==> src/rtl/cla_pkg.sv <==
// Shared types and constants for the pipelined carry-lookahead subtractor.
package cla_pkg;

    localparam int SLICE_W   = 4;
    localparam int MAX_WIDTH = 64;

    // Data fields are sized for the widest supported operand; narrower builds leave the top bits at zero.
    typedef struct packed {
        logic                 valid;
        logic                 carry;
        logic                 zacc;
        logic [MAX_WIDTH-1:0] res;
        logic [MAX_WIDTH-1:0] a_rem;
        logic [MAX_WIDTH-1:0] bn_rem;
    } stage_t;

    function automatic int nstg(input int width);
        return width / SLICE_W;
    endfunction

endpackage

==> src/rtl/cla4_sub_slice.sv <==
// 4-bit carry-lookahead adder slice: s = x + y + ci, with a nibble-zero flag.
module cla4_sub_slice
    import cla_pkg::*;
(
    input  logic [SLICE_W-1:0] x,
    input  logic [SLICE_W-1:0] y,
    input  logic               ci,
    output logic [SLICE_W-1:0] s,
    output logic               co,
    output logic               z
);

    logic [3:0] p;
    logic [3:0] g;
    logic [4:0] c;

    assign p = x ^ y;
    assign g = x & y;

    assign c[0] = ci;
    assign c[1] = g[0] | (p[0] & ci);
    assign c[2] = g[1] | (p[1] & g[0]) | (p[1] & p[0] & ci);
    assign c[3] = g[2] | (p[2] & g[1]) | (p[2] & p[1] & g[0]) | (p[2] & p[1] & p[0] & ci);
    assign c[4] = g[3] | (p[3] & g[2]) | (p[3] & p[2] & g[1]) | (p[3] & p[2] & p[1] & g[0])
                | (p[3] & p[2] & p[1] & p[0] & ci);

    assign s  = p ^ c[3:0];
    assign co = c[4];
    assign z  = ~|s;

endmodule

==> src/rtl/cla_sub_pipe.sv <==
// Skewed pipelined subtractor diff = a - b - borrow_in, one 4-bit lookahead slice per stage,
// with a global valid/ready stall.
module cla_sub_pipe
    import cla_pkg::*;
#(
    parameter int WIDTH = 16
) (
    input  logic             clk,
    input  logic             rst,
    input  logic             in_valid,
    output logic             in_ready,
    input  logic [WIDTH-1:0] a,
    input  logic [WIDTH-1:0] b,
    input  logic             borrow_in,
    output logic             out_valid,
    input  logic             out_ready,
    output logic [WIDTH-1:0] diff,
    output logic             borrow,
    output logic             zero,
    output logic             ovf
);

    localparam int NSTG = nstg(WIDTH);
    localparam int MSB  = WIDTH - 1;

    stage_t             stg   [NSTG];
    stage_t             nxt   [NSTG];
    logic [SLICE_W-1:0] sl_x  [NSTG];
    logic [SLICE_W-1:0] sl_y  [NSTG];
    logic [SLICE_W-1:0] sl_s  [NSTG];
    logic               sl_ci [NSTG];
    logic               sl_co [NSTG];
    logic               sl_z  [NSTG];
    logic               adv;
    logic               unused_pad;

    assign adv      = ~out_valid | out_ready;
    assign in_ready = adv;

    // Subtraction as a + ~b + ~borrow_in; later slices take their nibble from the skewed operands.
    always_comb begin
        sl_x[0]  = a[SLICE_W-1:0];
        sl_y[0]  = ~b[SLICE_W-1:0];
        sl_ci[0] = ~borrow_in;
        for (int k = 1; k < NSTG; k++) begin
            sl_x[k]  = stg[k-1].a_rem[k*SLICE_W +: SLICE_W];
            sl_y[k]  = stg[k-1].bn_rem[k*SLICE_W +: SLICE_W];
            sl_ci[k] = stg[k-1].carry;
        end
    end

    for (genvar k = 0; k < NSTG; k++) begin : g_slice
        cla4_sub_slice u_slice (
            .x  (sl_x[k]),
            .y  (sl_y[k]),
            .ci (sl_ci[k]),
            .s  (sl_s[k]),
            .co (sl_co[k]),
            .z  (sl_z[k])
        );
    end

    always_comb begin
        nxt[0]                     = '0;
        nxt[0].valid               = in_valid;
        nxt[0].carry               = sl_co[0];
        nxt[0].zacc                = sl_z[0];
        nxt[0].res[SLICE_W-1:0]    = sl_s[0];
        nxt[0].a_rem[WIDTH-1:0]    = a;
        nxt[0].bn_rem[WIDTH-1:0]   = ~b;
        for (int k = 1; k < NSTG; k++) begin
            nxt[k]                              = stg[k-1];
            nxt[k].carry                        = sl_co[k];
            nxt[k].zacc                         = stg[k-1].zacc & sl_z[k];
            nxt[k].res[k*SLICE_W +: SLICE_W]    = sl_s[k];
        end
    end

    always_ff @(posedge clk) begin
        if (rst) begin
            for (int k = 0; k < NSTG; k++) begin
                stg[k] <= '0;
            end
            out_valid <= 1'b0;
            diff      <= '0;
            borrow    <= 1'b0;
            zero      <= 1'b0;
            ovf       <= 1'b0;
        end else if (adv) begin
            for (int k = 0; k < NSTG; k++) begin
                stg[k] <= nxt[k];
            end
            out_valid <= stg[NSTG-1].valid;
            diff      <= stg[NSTG-1].res[WIDTH-1:0];
            borrow    <= ~stg[NSTG-1].carry;
            zero      <= stg[NSTG-1].zacc;
            // bn_rem holds ~b, so "a and b signs differ" is a_msb == bn_msb.
            ovf       <= (stg[NSTG-1].a_rem[MSB] == stg[NSTG-1].bn_rem[MSB])
                       & (stg[NSTG-1].res[MSB] != stg[NSTG-1].a_rem[MSB]);
        end
    end

    always_comb begin
        unused_pad = 1'b0;
        for (int k = 0; k < NSTG; k++) begin
            unused_pad = unused_pad ^ (^(stg[k].res >> WIDTH)) ^ (^(stg[k].a_rem >> WIDTH))
                       ^ (^(stg[k].bn_rem >> WIDTH));
        end
    end

endmodule

==> config.mk <==
export PLATFORM = sky130hd
export DESIGN_NAME = cla_sub_pipe
export DESIGN_NICKNAME = d
export VERILOG_FILES = /design/src/rtl/cla_pkg.sv /design/src/rtl/cla4_sub_slice.sv /design/src/rtl/cla_sub_pipe.sv
export SDC_FILE = /design/constraint.sdc
export NUM_CORES = 1
export LEC_CHECK = 0
export ABC_AREA = 1
export ABC_CLOCK_PERIOD_IN_PS = 10400
export BUFFER_PORTS_ARGS = -buffer_cell sky130_fd_sc_hd__buf_4
export CORE_ASPECT_RATIO = 2
export CORE_MARGIN = 4
export CORE_UTILIZATION = 60
export CTS_CLUSTER_DIAMETER = 100
export DETAILED_ROUTE_END_ITERATION = 8
export PLACE_DENSITY = 0.91
export SYNTH_ARGS = -nofsm -noshare
export SYNTH_HDL_FRONTEND = slang
export SYNTH_SLANG_ARGS = --single-unit
==> constraint.sdc <==
create_clock -name clk -period 10.4 [get_ports clk]
set_input_delay 2.08 -clock clk [delete_from_list [all_inputs] [get_ports clk]]
set_output_delay 2.08 -clock clk [all_outputs]
set_load 0.005 [all_outputs]
==> results.py <==
metrics = {
    "placement": {
        "port_buffers": 57,
        "post-place-cells": 712,
        "gp_congestion": 0.788,
        "dp_hpwl_um": 6430,
    },
    "global_routing": {
        "grt-ovfl-total": 0,
        "grt_antenna_before_repair": 0,
        "grt_pass1_wl_um": 16700,
        "grt_max_degree": 104,
        "grtUsageTotal_pct": 19.0,
        "grt_pass1_vias": 3878,
    },
    "clocking": {
        "cts_root_buf": "clkbuf_16",
        "numCtsBuffers": 17,
        "ctsHoldBuffers": 0,
        "insertion_delay_ns": 0.41,
        "cts.sinks": 122,
        "cts_tree": "yes",
        "cts_resized": 0,
        "clkTransAtPathRegs_ns": 0.05,
        "cts_setup_buffers": 0,
        "cts_max_level": 4,
        "cts_buffer_depth": 2,
    },
    "drt": {
        "totalWireLength_um": 10200,
        "num_vias": 3916,
        "drcViolationCount": 0,
        "drt_pre_antenna_iters": 5,
        "final_antenna_net_count": 0,
        "drt-vias-per-instance": 5.26,
        "routedWlPerCell_um": 13.7,
        "drt_iter0_markers": 297,
    },
    "floorplanning": {
        "die_w_um": 77.1,
        "core_area_um2": 9320,
        "die_area_um2": 11300,
        "initial_core_util_pct": 61.5,
        "rows": 50,
        "io_pins": 58,
        "die_h_um": 146,
    },
    "setup_path": {
        "startpoint_type": "primary input",
        "path_class": "in2out",
        "crit_path_start": "out_ready",
        "reg2reg_from": "out_valid$_SDFFE_PP0P_",
        "endpoint_kind": "primary output",
        "critical_path.max_fanout": 7,
        "crit_end": "in_ready",
        "arrival_ns": 2.48,
        "worst_r2r_path_depth": 4,
        "r2r_end": "stg[2][130]$_SDFFCE_PN0P_",
        "r2r_slack_ns": 8.14,
        "critical_path_required_ns": 8.32,
    },
    "timing": {
        "finalHoldViolCount": 0,
        "relSlewSlack_pct": 17.8,
        "fin_skew_ns": 0.00792,
        "max_freq_mhz": 219,
        "finalCritPeriodShare_pct": 43.9,
        "setup_tns_ns": 0,
        "holdWs_ns": 0.431,
        "worst_pin_slew_ns": 1.23,
        "rsz0062_at_grt": "no",
        "finalSetupViolCount": 0,
        "finalCriticalPeriod_ns": 4.56,
        "drv_slew": 0,
    },
    "pwr": {
        "ir_drop_v": 0.000143,
        "leakage_nw": 3.16,
        "finalPower_w": 0.00131,
        "powerDensity_nw_per_um2": 195,
    },
    "cells_and_area": {
        "n_fill_cell": 615,
        "antennaDiodeCount": 0,
        "fin_cells": 744,
        "nets": 684,
        "drive_above_1_share_pct": 17.3,
        "layout-area-overhead-vs-synth_pct": 17.2,
    },
    "logic_synthesis": {
        "synthCells": 574,
        "syn_area_um2": 5730,
        "postSynthAreaPerCell_um2": 9.99,
        "synth-seq-area-share_pct": 60.4,
        "synth_seq_cells": 122,
        "yosys_warnings": 0,
        "yosysUniqueCellTypes": 27,
        "synth_fp_nets": 631,
    },
    "hold_path": {
        "hold_class": "reg2reg",
    },
    "outcome": {
        "status": "completed",
    },
    "flow_run": {
        "max-cap-violations": 0,
    },
}
==> layout by cell type (no fill, tap or decap), types with 2 or more instances in the layout <==
master / synthesis / routed
clkinv_1: 0 / 2
nand2_4: 4 / 5
bufinv_16: 0 / 6
ha_1: 16 / 16
inv_1: 104 / 104
inv_2: 3 / 3
nand2_2: 5 / 5
edfxtp_1: 102 / 102
nand2_1: 80 / 79
or2_0: 3 / 3
buf_4: 1 / 58
clkbuf_16: 0 / 17
a21oi_1: 9 / 9
clkinvlp_4: 0 / 2
nor2_2: 6 / 6
o21ai_2: 2 / 2
clkinv_2: 0 / 3
nor2_1: 120 / 120
xor2_1: 2 / 2
nand3_1: 51 / 51
nand4_1: 12 / 12
dfxtp_1: 20 / 20
fa_1: 4 / 4
==> cell type report <==
type                       instances  area, um2  share of cell area [%]
sequential                       122       3460                    51.5
timing repair buffer              58        435                    6.48
tap                              104        130                    1.94
clock buffer                      18        429                    6.39
clock inverter                    14        226                    3.37
inverter                         107        402                    5.98
multi-input combinational        321       1630                    24.3
==> metrics by stage <==
step	cell area, um2	utilization (%)	worst slack [ns]
after global routing	6720	72.1	5.82
after CTS	6720	72.1	5.84
final	6720	72.1	5.84
after detailed placement	6060	65.1	5.84
after floorplan	5730	-	5.32
after global placement	6060	65.1	5.85
==> routing by layer <==
layer	track usage [%]	part of all wire, %	vias to the layer above
met5	0	0	-
met3	5.31	4.1	23
met2	36.6	59	113
met4	9.63	2.8	0
li1	-	-	1928
met1	17.5	34	1852
==> critical path, stage by stage <==
cell and delay [ns]:
buf_4 0.11, inv_2 0.05, nand2_4 0.09, buf_4 0.15
==> cell usage after synthesis (all sizes together) <==
cell / n / area [um2]
nand4: 12 / 75.1
nand2: 89 / 377
nand3b: 1 / 7.51
ha: 16 / 200
a21oi: 10 / 53.8
xnor2: 1 / 8.76
fa: 4 / 80.1
or2: 5 / 31.3
dfxtp: 20 / 400
nor2: 126 / 488
edfxtp: 102 / 3060
o21ai: 3 / 22.5
buf: 24 / 241
xor2: 2 / 17.5
inv: 107 / 402
nand3: 52 / 265
==> report_power, final <==
group / total (W) / leakage [nW] / switching, W / internal [W]
clock network: 0.000648 / 0.315 / 0.000202 / 0.000446
logic: 0.0000953 / 1.47 / 0.0000573 / 0.0000380
registers: 0.000569 / 1.38 / 0.0000109 / 0.000558
==> registers in the layout, indices dropped and copies added, names as in the netlist <==
name       cells
stg          102
zero           1
ovf            1
borrow         1
out_valid      1
diff          16
==> how the worst min path moves through the flow <==
stage / endpoint / cells past startpoint / from
2_1_floorplan: diff[0]$_SDFFE_PP0P_ / 2 / stg[3][128]$_SDFFCE_PN0P_
3_3_place_gp: diff[0]$_SDFFE_PP0P_ / 2 / stg[3][128]$_SDFFCE_PN0P_
3_5_place_dp: diff[3]$_SDFFE_PP0P_ / 2 / stg[3][131]$_SDFFCE_PN0P_
4_1_cts: diff[2]$_SDFFE_PP0P_ / 2 / stg[3][130]$_SDFFCE_PN0P_
5_1_grt: borrow$_SDFFE_PP0P_ / 1 / stg[3][193]$_SDFFCE_PN0P_
6_report: diff[2]$_SDFFE_PP0P_ / 2 / stg[3][130]$_SDFFCE_PN0P_
==> cell families after synthesis <==
logic type / after synthesis / synth area share, %
fa+ha+maj: 20 / 4.89
compound gates: 13 / 1.33
simple gates: 285 / 21.7
flops: 122 / 60.4
xor+xnor: 3 / 0.458
buf+inv: 131 / 11.2
Power figures use the tool's default switching activity.
